$ cat src/rtl/cyclic_state_sequencer_if.sv
// Control/status bundle for cyclic_state_sequencer.
// Latency: none, plain wires grouped for port hookup.
// Backpressure: none; en is the only flow control, and it freezes the sequencer.
//
// Signals:
//   en, dir, load, load_state, dwell : driven by the controlling block (master)
//   state_out, wrap, load_err        : driven by the sequencer (slave)
interface cyclic_state_sequencer_if #(
    parameter int STATE_W = 3,
    parameter int DWELL_W = 4
);
    logic               en;
    logic               dir;
    logic               load;
    logic [STATE_W-1:0] load_state;
    logic [DWELL_W-1:0] dwell;
    logic [STATE_W-1:0] state_out;
    logic               wrap;
    logic               load_err;

    modport master (
        output en, dir, load, load_state, dwell,
        input  state_out, wrap, load_err
    );

    modport slave (
        input  en, dir, load, load_state, dwell,
        output state_out, wrap, load_err
    );
endinterface

$ cat src/rtl/cyclic_state_sequencer.sv
// Cyclic phase generator: steps through NUM_STATES states, with a programmable dwell per state.
// Latency: state/wrap/load_err are registered and change one cycle after the causing edge.
// Backpressure: en=0 freezes the state and the dwell counter. load takes priority over en.
//
// Ports:
//   clk   : rising-edge clock
//   reset : synchronous, active-high; clears state, dwell counter and pulses
//   seq   : slave side of cyclic_state_sequencer_if (en/dir/load/load_state/dwell in,
//           state_out/wrap/load_err out)
module cyclic_state_sequencer #(
    parameter int NUM_STATES = 6,
    parameter int STATE_W    = 3,
    parameter int DWELL_W    = 4
) (
    input  logic                      clk,
    input  logic                      reset,
    cyclic_state_sequencer_if.slave   seq
);

    // One extra bit lets NUM_STATES == 2**STATE_W be compared without overflow.
    localparam logic [STATE_W:0]   NUM_EXT = (STATE_W+1)'(NUM_STATES);
    localparam logic [STATE_W-1:0] LAST_ST = STATE_W'(NUM_STATES - 1);

    logic [STATE_W-1:0] state_q;
    logic [DWELL_W-1:0] cnt_q;
    logic               wrap_q;
    logic               load_err_q;

    logic [STATE_W-1:0] adv_state;
    logic               adv_wrap;
    logic               load_ok;

    assign load_ok = ({1'b0, seq.load_state} < NUM_EXT);

    // Successor state for an advancing edge. An out-of-range current state
    // (reachable only through upsets) always recovers to 0 as a wrap.
    always_comb begin
        adv_state = '0;
        adv_wrap  = 1'b0;
        if ({1'b0, state_q} >= NUM_EXT) begin
            adv_state = '0;
            adv_wrap  = 1'b1;
        end else if (!seq.dir) begin
            if (state_q == LAST_ST) begin
                adv_state = '0;
                adv_wrap  = 1'b1;
            end else begin
                adv_state = state_q + STATE_W'(1);
            end
        end else begin
            if (state_q == '0) begin
                adv_state = LAST_ST;
                adv_wrap  = 1'b1;
            end else begin
                adv_state = state_q - STATE_W'(1);
            end
        end
    end

    always_ff @(posedge clk) begin
        if (reset) begin
            state_q    <= '0;
            cnt_q      <= '0;
            wrap_q     <= 1'b0;
            load_err_q <= 1'b0;
        end else begin
            // Both flags are single-cycle pulses unless their trigger repeats.
            wrap_q     <= 1'b0;
            load_err_q <= 1'b0;
            if (seq.load) begin
                if (load_ok) begin
                    state_q <= seq.load_state;
                    cnt_q   <= '0;
                end else begin
                    load_err_q <= 1'b1;
                end
            end else if (seq.en) begin
                // >= rather than == so that lowering dwell mid-state
                // forces an advance instead of counting all the way round.
                if (cnt_q >= seq.dwell) begin
                    state_q <= adv_state;
                    cnt_q   <= '0;
                    wrap_q  <= adv_wrap;
                end else begin
                    cnt_q <= cnt_q + DWELL_W'(1);
                end
            end
        end
    end

    assign seq.state_out = state_q;
    assign seq.wrap      = wrap_q;
    assign seq.load_err  = load_err_q;

endmodule

$ cat src/flat_wrapper.sv
// flat-port wrapper written by rule: the top's interface ports become plain ports
module cyclic_state_sequencer_flat 
#(
    parameter int NUM_STATES = 6,
    parameter int STATE_W    = 3,
    parameter int DWELL_W    = 4
)
  (clk, reset, seq_en, seq_dir, seq_load, seq_load_state, seq_dwell, seq_state_out, seq_wrap, seq_load_err);
  cyclic_state_sequencer_if #(.STATE_W(STATE_W), .DWELL_W(DWELL_W)) seq_i ();
  input  logic clk;
  input  logic reset;
  input wire logic [$bits(seq_i.en)-1:0] seq_en;
  input wire logic [$bits(seq_i.dir)-1:0] seq_dir;
  input wire logic [$bits(seq_i.load)-1:0] seq_load;
  input wire logic [$bits(seq_i.load_state)-1:0] seq_load_state;
  input wire logic [$bits(seq_i.dwell)-1:0] seq_dwell;
  output wire logic [$bits(seq_i.state_out)-1:0] seq_state_out;
  output wire logic [$bits(seq_i.wrap)-1:0] seq_wrap;
  output wire logic [$bits(seq_i.load_err)-1:0] seq_load_err;
  assign seq_i.en = seq_en;
  assign seq_i.dir = seq_dir;
  assign seq_i.load = seq_load;
  assign seq_i.load_state = seq_load_state;
  assign seq_i.dwell = seq_dwell;
  assign seq_state_out = seq_i.state_out;
  assign seq_wrap = seq_i.wrap;
  assign seq_load_err = seq_i.load_err;
  cyclic_state_sequencer #(.NUM_STATES(NUM_STATES), .STATE_W(STATE_W), .DWELL_W(DWELL_W)) u_core (.clk(clk), .reset(reset), .seq(seq_i));
endmodule
$ cat config.mk
export PLATFORM = sky130hd
export DESIGN_NAME = cyclic_state_sequencer_flat
export DESIGN_NICKNAME = d
export VERILOG_FILES = /design/src/rtl/cyclic_state_sequencer_if.sv /design/src/rtl/cyclic_state_sequencer.sv /design/src/flat_wrapper.sv
export SDC_FILE = /design/constraint.sdc
export NUM_CORES = 1
export LEC_CHECK = 0
export CAP_MARGIN = 20
export CORE_MARGIN = 5
export CORE_UTILIZATION = 45
export DETAILED_ROUTE_END_ITERATION = 8
export PLACE_DENSITY_LB_ADDON = 0.3
export RECOVER_POWER = 100
export SYNTH_ARGS = -nofsm -noshare
export SYNTH_HDL_FRONTEND = slang
export SYNTH_SLANG_ARGS = --single-unit
$ cat constraint.sdc
create_clock -name clk -period 2.2 [get_ports clk]
set_clock_uncertainty 0.2 [all_clocks]
set_input_delay 0.44 -clock clk [delete_from_list [all_inputs] [get_ports clk]]
set_output_delay 0.44 -clock clk [all_outputs]
set_load 0.02 [all_outputs]
======== Yosys cells after proc, flatten, opt, wreduce, memory -nomap -nowiden ========
Index checks and enable logic that the tools add are counted.
word-level totals
  flip-flop bits (word level) ............. 9
  bits of input ports ..................... 12
  output and inout port bits .............. 5
  word-level logic and storage cells ...... 39
operators by class
  $add $sub $neg .......................... 3
  order comparisons ....................... 3
  equal/unequal tests ..................... 2
  muxes and demuxes ....................... 17
  bitwise logic cells ..................... 3
  reductions and logical operators ........ 7
operator list
  operator               number
  $mux W3                8
  $mux W4                4
  $mux W1                5
  $add A4 B1 Y4 const B  1
  $ge A4 B4 Y1           1
  $reduce_bool A2 Y1     2
  $reduce_or A4 Y1       1
  $add A3 B1 Y3 const B  1
  $eq A3 B3 Y1 const B   1
  $ge A3 B3 Y1 const B   1
  $logic_not A3 Y1       1
  $lt A3 B3 Y1 const B   1
  $not A1 Y1             3
  $reduce_and A3 Y1      1
  $sub A3 B1 Y3 const B  1
  $ne A2 B1 Y1 const B   1
  $reduce_and A2 Y1      1
  $reduce_or A2 Y1       1

======== Logic depth before layout (Yosys ltp) ========
  depth in word-level cells ............... 7
  mapped depth ............................ 7
  depth with buffers taken out ............ 7

======== Worst setup path before layout ========
Ideal clock, no wire load.
  path type ............................... input port to flip-flop
  start ................................... input seq_dwell[1]
  end ..................................... register u_core.state_q[1], in the netlist u_core.seq.state_out[1]
  library setup time ...................... 70 ps
  data arrival time ....................... 1589 ps
  data required time ...................... 1930 ps
  slack ................................... 341 ps
  stages on the path ...................... 7
  path buffers ............................ 0
  cell sequence ........................... inv_1 -> ha_1 -> o211ai_1 -> o21ai_2 -> a22o_4 -> or2_0 -> a21oi_1
on the way
  longest elaborated chain between the ends .. 3
RTL lines
  element                       RTL line                      RTL
  from (decl)                   flat_wrapper.sv:16            input wire logic [$bits(seq_i.dwell)-1:0] seq_dwell;
  $ge A4 B4 Y1                  cyclic_state_sequencer.sv:80  if (cnt_q >= seq.dwell) begin
  $reduce_bool A2 Y1 (no line)  n/a
  $reduce_and A3 Y1 (no line)   n/a
  to (signal assigned)          cyclic_state_sequencer.sv:72  state_q <= seq.load_state;
  to (signal assigned)          cyclic_state_sequencer.sv:81  state_q <= adv_state;
  to (decl)                     cyclic_state_sequencer.sv:24  logic [STATE_W-1:0] state_q;
No other way between the ends.
A chain may end at the register's enable or synchronous reset.

======== Final worst setup path ========
  start ................................... input seq_dwell[3]
  end ..................................... register u_core.state_q[2], in the netlist u_core.seq.state_out[2]
The elaborated chain is that of the path after synthesis.

==> key figures <==
Cells and area
  – Final cell count without fillers: 106
  – Fraction of layout cells with a size suffix above 1: 12.1%
  – NumNets Final: 109
  – Filler cell count: 113
  – Diode insertion count for antenna repair: 0
  – Sequential cell area: 180 um^2
  – Area growth from synthesis to final layout: 37.0%
  – Multi-input logic area: 399 um^2

Synth
  – Most instantiated flip-flop cell in the synthesis netlist: sky130_fd_sc_hd__dfxtp_1
  – Synth Register Bits: 9
  – Sequential fraction of the synthesis area: 29.9%
  – Area contributors post-synth: sky130_fd_sc_hd__dfxtp_1, sky130_fd_sc_hd__ha_1, sky130_fd_sc_hd__inv_1
  – Fraction of registers with async set/reset: 0%
  – Post-Synthesis Mean Instance Area: 8.48 um^2
  – Top post-synthesis cells by count: sky130_fd_sc_hd__dfxtp_1, sky130_fd_sc_hd__inv_1, sky130_fd_sc_hd__nand2_1
  – Netlist area before placement: 602 um^2
  – Count of flip-flops with a built-in enable after synthesis: 0
  – Number of nets in the synthesized netlist: 88
  – Number of different library cells in the post-synthesis netlist: 30
  – Area leader, netlist: sky130_fd_sc_hd__dfxtp_1
  – Post-synth top area share: 29.9%
  – Total of warnings raised by yosys: 0
  – Most repeated cell in the gate-level netlist after synthesis: sky130_fd_sc_hd__dfxtp_1
  – Syn Inst Count: 71

Die
  – Area of the die: 2170 um^2
  – Cell row count: 13
  – Core area: 1280 um^2
  – Num ports: 17
  – Initial core utilization: 46.8%
  – Die boundary width: 46.6 um
  – Floorplan die height: 46.6 um

Hold path
  – Hold/Removal Path Class: register to register

STA
  – Final hold violation count: 0
  – Tightest slew margin relative to the limit: 77.6%
  – Upper clock frequency limit: 473 MHz
  – Number of max-slew violations in the final report: 0
  – Worst-margin pin slew: 0.335 ns
  – RSZ-0062 raised after global routing: yes
  – Final worst-path cycle share: 96.2%
  – Clock period minus worst slack: 2.12 ns
  – Final setup viols: 0
  – Worst Hold Margin: 0.353 ns

Drt
  – Post-DRT Antenna Nets: 0
  – Number of vias per cell after detailed routing: 5.22
  – Routed length per placed instance: 12.5 um
  – Total vias in the final route: 553
  – Final routed DRC violation total: 0
  – Total Wirelength: 1320 um
  – 1st-iter DRT viols: 2
  – First-pass detailed-route iteration total: 5

Critical path
  – Element type at the critical path start: primary input
  – Type of the worst setup path: primary input to register
  – Kind of end point of the critical path: register
  – WP data required: 2.15 ns
  – Top fanout value on the critical path: 7
  – Data arrival at the endpoint of the critical path: 2.07 ns

Place
  – Placed instance count: 102
  – DP HPWL: 1010 um
  – Count of buffers from port buffering: 16
  – Final weighted congestion in routability-driven placement: 0.773

Power
  – Pwr Density: 500 nW/um^2
  – Largest voltage drop on the vdd net: 0.000415 V
  – Total internal power: 0.295 mW
  – Switching power: 0.117 mW
  – Sequential power share: 44.3%
  – Leak: 0.329 nW
  – Sw Share: 28.4%
  – Clock power share: 30.6%
  – Combinational fraction of design power: 25.1%

Clock tree
  – Post-CTS repair timing setup buffer count: 0
  – Worst-path clk slew: 0.06 ns
  – Clock buffers created by TritonCTS: 3
  – CTS tree: done
  – H-tree depth reported by CTS: 1
  – Clk root buf: sky130_fd_sc_hd__clkbuf_4
  – Sinks on the clock net: 9
  – Clock latency on the worst-skew pair: 0.25 ns
  – Clock Path Buffers: 2

GRT
  – Global route total overflow: 0
  – Via count of the first global-routing pass: 544
  – Wire length of the first global-routing pass: 2260 um
  – Combined global-route utilization of all metal layers: 14.3%
  – Antenna violations before repair: 0
  – Largest net degree at the start of global routing: 11

Job
  – Number of max-capacitance violations reported: 0

Outcome
  – Status: finished, final reports clean
[layer usage]
| metal | up-vias | global-route usage (%) | wire length [um] |
|---|---|---|---|
| met5 | - | 0 | 0 |
| met4 | 0 | 3.41 | 18 |
| met3 | 2 | 3.52 | 44 |
| met2 | 14 | 22.8 | 633 |
| met1 | 241 | 19.3 | 627 |
| li1 | 296 | - | - |
[state kept, by name, indices dropped and copies added, names as in the netlist]
signal / flops
u_core.seq.load_err: 1
u_core.seq.state_out: 3
u_core.cnt_q: 4
u_core.seq.wrap: 1
[cell type report]
class                      instances  share of cell area [%]
clock buffer                       4                    3.19
inverter                           8                    3.64
multi-input combinational         53                    48.4
sequential                         9                    21.9
tap                               15                    2.28
timing repair buffer              17                    20.6
[layout by cell type (no fill, tap or decap), drive strengths merged, types with 2 or more instances in the layout]
cell type / Yosys / routed
dfxtp: 9 / 9
a211oi: 3 / 3
ha: 5 / 5
nor3: 2 / 2
o211ai: 3 / 3
nand2: 6 / 6
o21ai: 2 / 2
clkdlybuf4s50: 0 / 13
nor3b: 3 / 3
nor2: 6 / 6
clkbuf: 1 / 4
a21oi: 5 / 5
nor2b: 4 / 4
dlygate4sd3: 0 / 2
inv: 8 / 8
[critical path, cell delays in order]
cell and delay [ns]:
sky130_fd_sc_hd__clkdlybuf4s50_1 0.46, sky130_fd_sc_hd__inv_1 0.07, sky130_fd_sc_hd__ha_4 0.27, sky130_fd_sc_hd__o211ai_1 0.10, sky130_fd_sc_hd__o21ai_2 0.25, sky130_fd_sc_hd__a22o_4 0.20
sky130_fd_sc_hd__o21ai_1 0.06, sky130_fd_sc_hd__o32ai_1 0.22
[cells by family (layout without fill, tap and decap cells)]
family                   count (synthesis)  in the layout  synth area share (%)
AO/OA/AOI/OAI                           21             21                  26.0
AND/OR/NAND/NOR                         25             25                  23.5
adder cells (fa/ha/maj)                  5              5                  10.4
flip-flops                               9              9                  29.9
XOR/XNOR                                 2              2                  2.91
buffers and inverters                    9             29                  7.28
[final timing paths]
check	endpoint	slack (ns)	cells after the start	startpoint
min reg2reg	u_core.cnt_q[3]	0.35	1	u_core.cnt_q[3]
min	u_core.cnt_q[3]	0.35	1	u_core.cnt_q[3]
max reg2reg	u_core.seq.state_out[1]	0.22	7	u_core.cnt_q[0]
max	u_core.seq.state_out[2]	0.08	8	seq_dwell[3]
[stage by stage]
stage | cell area, um^2 | setup WS, ns | util [%] | total power, mW | setup TNS (ns)
floorplan | 602 | 0.341 | - | 0.244 | 0
global placement | 774 | -0.167 | 60.3 | 0.286 | -0.488
CTS | 801 | 0.0523 | 62.3 | 0.413 | 0
finish | 825 | 0.0840 | 64.2 | 0.412 | 0
global route | 825 | -0.0113 | 64.2 | 0.439 | -0.0159
detailed placement | 774 | -0.207 | 60.3 | 0.288 | -0.712
[power groups by stage]
| stage | registers (mW) | logic, mW | clock network, mW |
|---|---|---|---|
| finish | 0.183 | 0.104 | 0.126 |
| global route | 0.185 | 0.115 | 0.138 |
| CTS | 0.183 | 0.102 | 0.128 |
| detailed placement | 0.186 | 0.102 | 0 |
| global placement | 0.186 | 0.0994 | 0 |
| floorplan | 0.190 | 0.0545 | 0 |
[timing repair]
item,in CTS,in global routing
hold endpoints to repair,0,0
gates resized for setup,0,4
hold buffers,0,0
setup endpoints to repair,0,2
No activity file was read; power rests on OpenSTA's default activity.
==> patch: new RTL, same settings <==
`DWELL_W` is set to 4 in 3 places; all go to 6.
--- a/src/rtl/cyclic_state_sequencer_if.sv
+++ b/src/rtl/cyclic_state_sequencer_if.sv
@@ -7,7 +7,7 @@
 //   state_out, wrap, load_err        : driven by the sequencer (slave)
 interface cyclic_state_sequencer_if #(
     parameter int STATE_W = 3,
-    parameter int DWELL_W = 4
+    parameter int DWELL_W = 6
 );
     logic               en;
     logic               dir;
--- a/src/rtl/cyclic_state_sequencer.sv
+++ b/src/rtl/cyclic_state_sequencer.sv
@@ -10,7 +10,7 @@
 module cyclic_state_sequencer #(
     parameter int NUM_STATES = 6,
     parameter int STATE_W    = 3,
-    parameter int DWELL_W    = 4
+    parameter int DWELL_W    = 6
 ) (
     input  logic                      clk,
     input  logic                      reset,
--- a/src/flat_wrapper.sv
+++ b/src/flat_wrapper.sv
@@ -3,7 +3,7 @@
 #(
     parameter int NUM_STATES = 6,
     parameter int STATE_W    = 3,
-    parameter int DWELL_W    = 4
+    parameter int DWELL_W    = 6
 )
   (clk, reset, seq_en, seq_dir, seq_load, seq_load_state, seq_dwell, seq_state_out, seq_wrap, seq_load_err);
   cyclic_state_sequencer_if #(.STATE_W(STATE_W), .DWELL_W(DWELL_W)) seq_i ();
Ports: changed (resized seq_dwell); port bits go from 17 to 19. The function was not compared with the original's and may differ.
==> patch against the original RTL <==
Wire length up 69%. Area after synthesis grew 49%. Die area is 37% higher. Final area up 48%. Highest routed layer unchanged. Total power rose by 19%. Setup slack got worse by 0.0043 ns. Sequential cell count is 2 higher.
==> patch: results (changes against the original RTL) <==
- Setup crit end: seq_state_out[2] (was u_core.seq.state_out[2])
- R2R Path Start: u_core.cnt_q[5] (was u_core.cnt_q[0])
- Global-route wire length before repair: 3730 um (was 2260 um)
- WL met3: 70 um (was 44 um)
- Met2 WL: 1160 um (was 633 um)
- Post-Synth XOR/XNOR Area: 0.979% (was 2.91%)
- Crit path DAT: 1.48 ns (was 2.07 ns)
- Mux share of post-synthesis cell area: 3.50% (was 0%)
- Avg WL per Cell: 14.0 um (was 12.5 um)
- GRT Util Overall: 17.1% (was 14.3%)
- Syn_nets: 130 (was 88)
- Pre-CTS setup slack: -0.417 ns (was -0.207 ns)
- Leak: 0.488 nW (was 0.329 nW)
- Max FFs per register: 6 (was 4)
- Hold depth: 2 (was 1)
- Sequential fraction of the synthesis area: 24.6% (was 29.9%)
- CP top delay family: buffers and inverters (was compound AO/OA/AOI/OAI gates)
- Synth cell types: 41 (was 30)
- Cts repair resizes: 4 (was 0)
- Mean post-synth cell area: 8.21 um^2 (was 8.48 um^2)
- Synth top area cells: dfxtp_1 25%, ha_1 9.8%, o2111ai_1 4.9% (was dfxtp_1 30%, ha_1 10%, inv_1 5.0%)
- VDD IR-drop max: 361 uV (was 415 uV)
- Final GP Congestion: 0.822 (was 0.773)
- Slew @ Worst Pin: 0.383 ns (was 0.335 ns)
- Outcome: finished, final reports clean (unchanged)
- Global-route met3 utilization: 2.45% (was 3.52%)
- Met2 usage: 29.7% (was 22.8%)
- WL met1: 989 um (was 627 um)
- Adder-cell share of the synthesized area: 9.79% (was 10.4%)
- Initial detailed-routing violation count: 16 (was 2)
- R2R depth: 6 (was 7)
- Compound-Gate Fraction of Synth Area: 31.5% (was 26.0%)
## patch: worst min-delay path by stage
| stage | to | slack, ns |
|---|---|---|
| 6_report | u_core.cnt_q[0] | 0.31 |
| 3_3_place_gp | u_core.cnt_q[0] | 0.28 |
| 3_5_place_dp | u_core.cnt_q[0] | 0.30 |
| 5_1_grt | u_core.cnt_q[1] | 0.35 |
| 4_1_cts | u_core.cnt_q[0] | 0.31 |
| 2_1_floorplan | u_core.cnt_q[0] | 0.26 |
## patch: layout make-up
class	instances	area, um^2	share of cell area [%]
tap	27	33.8	2.77
timing repair buffer	26	238	19.5
sequential	11	220	18.1
clock buffer	4	26.3	2.16
inverter	11	41.3	3.39
multi-input combinational	81	658	54.1
## patch: power breakdown
group	total (mW)	switching, mW	internal (mW)
Combinational	0.132	0.0642	0.0682
Clock	0.142	0.0718	0.0701
Sequential	0.218	0.0122	0.206
Total	0.492	0.148	0.344
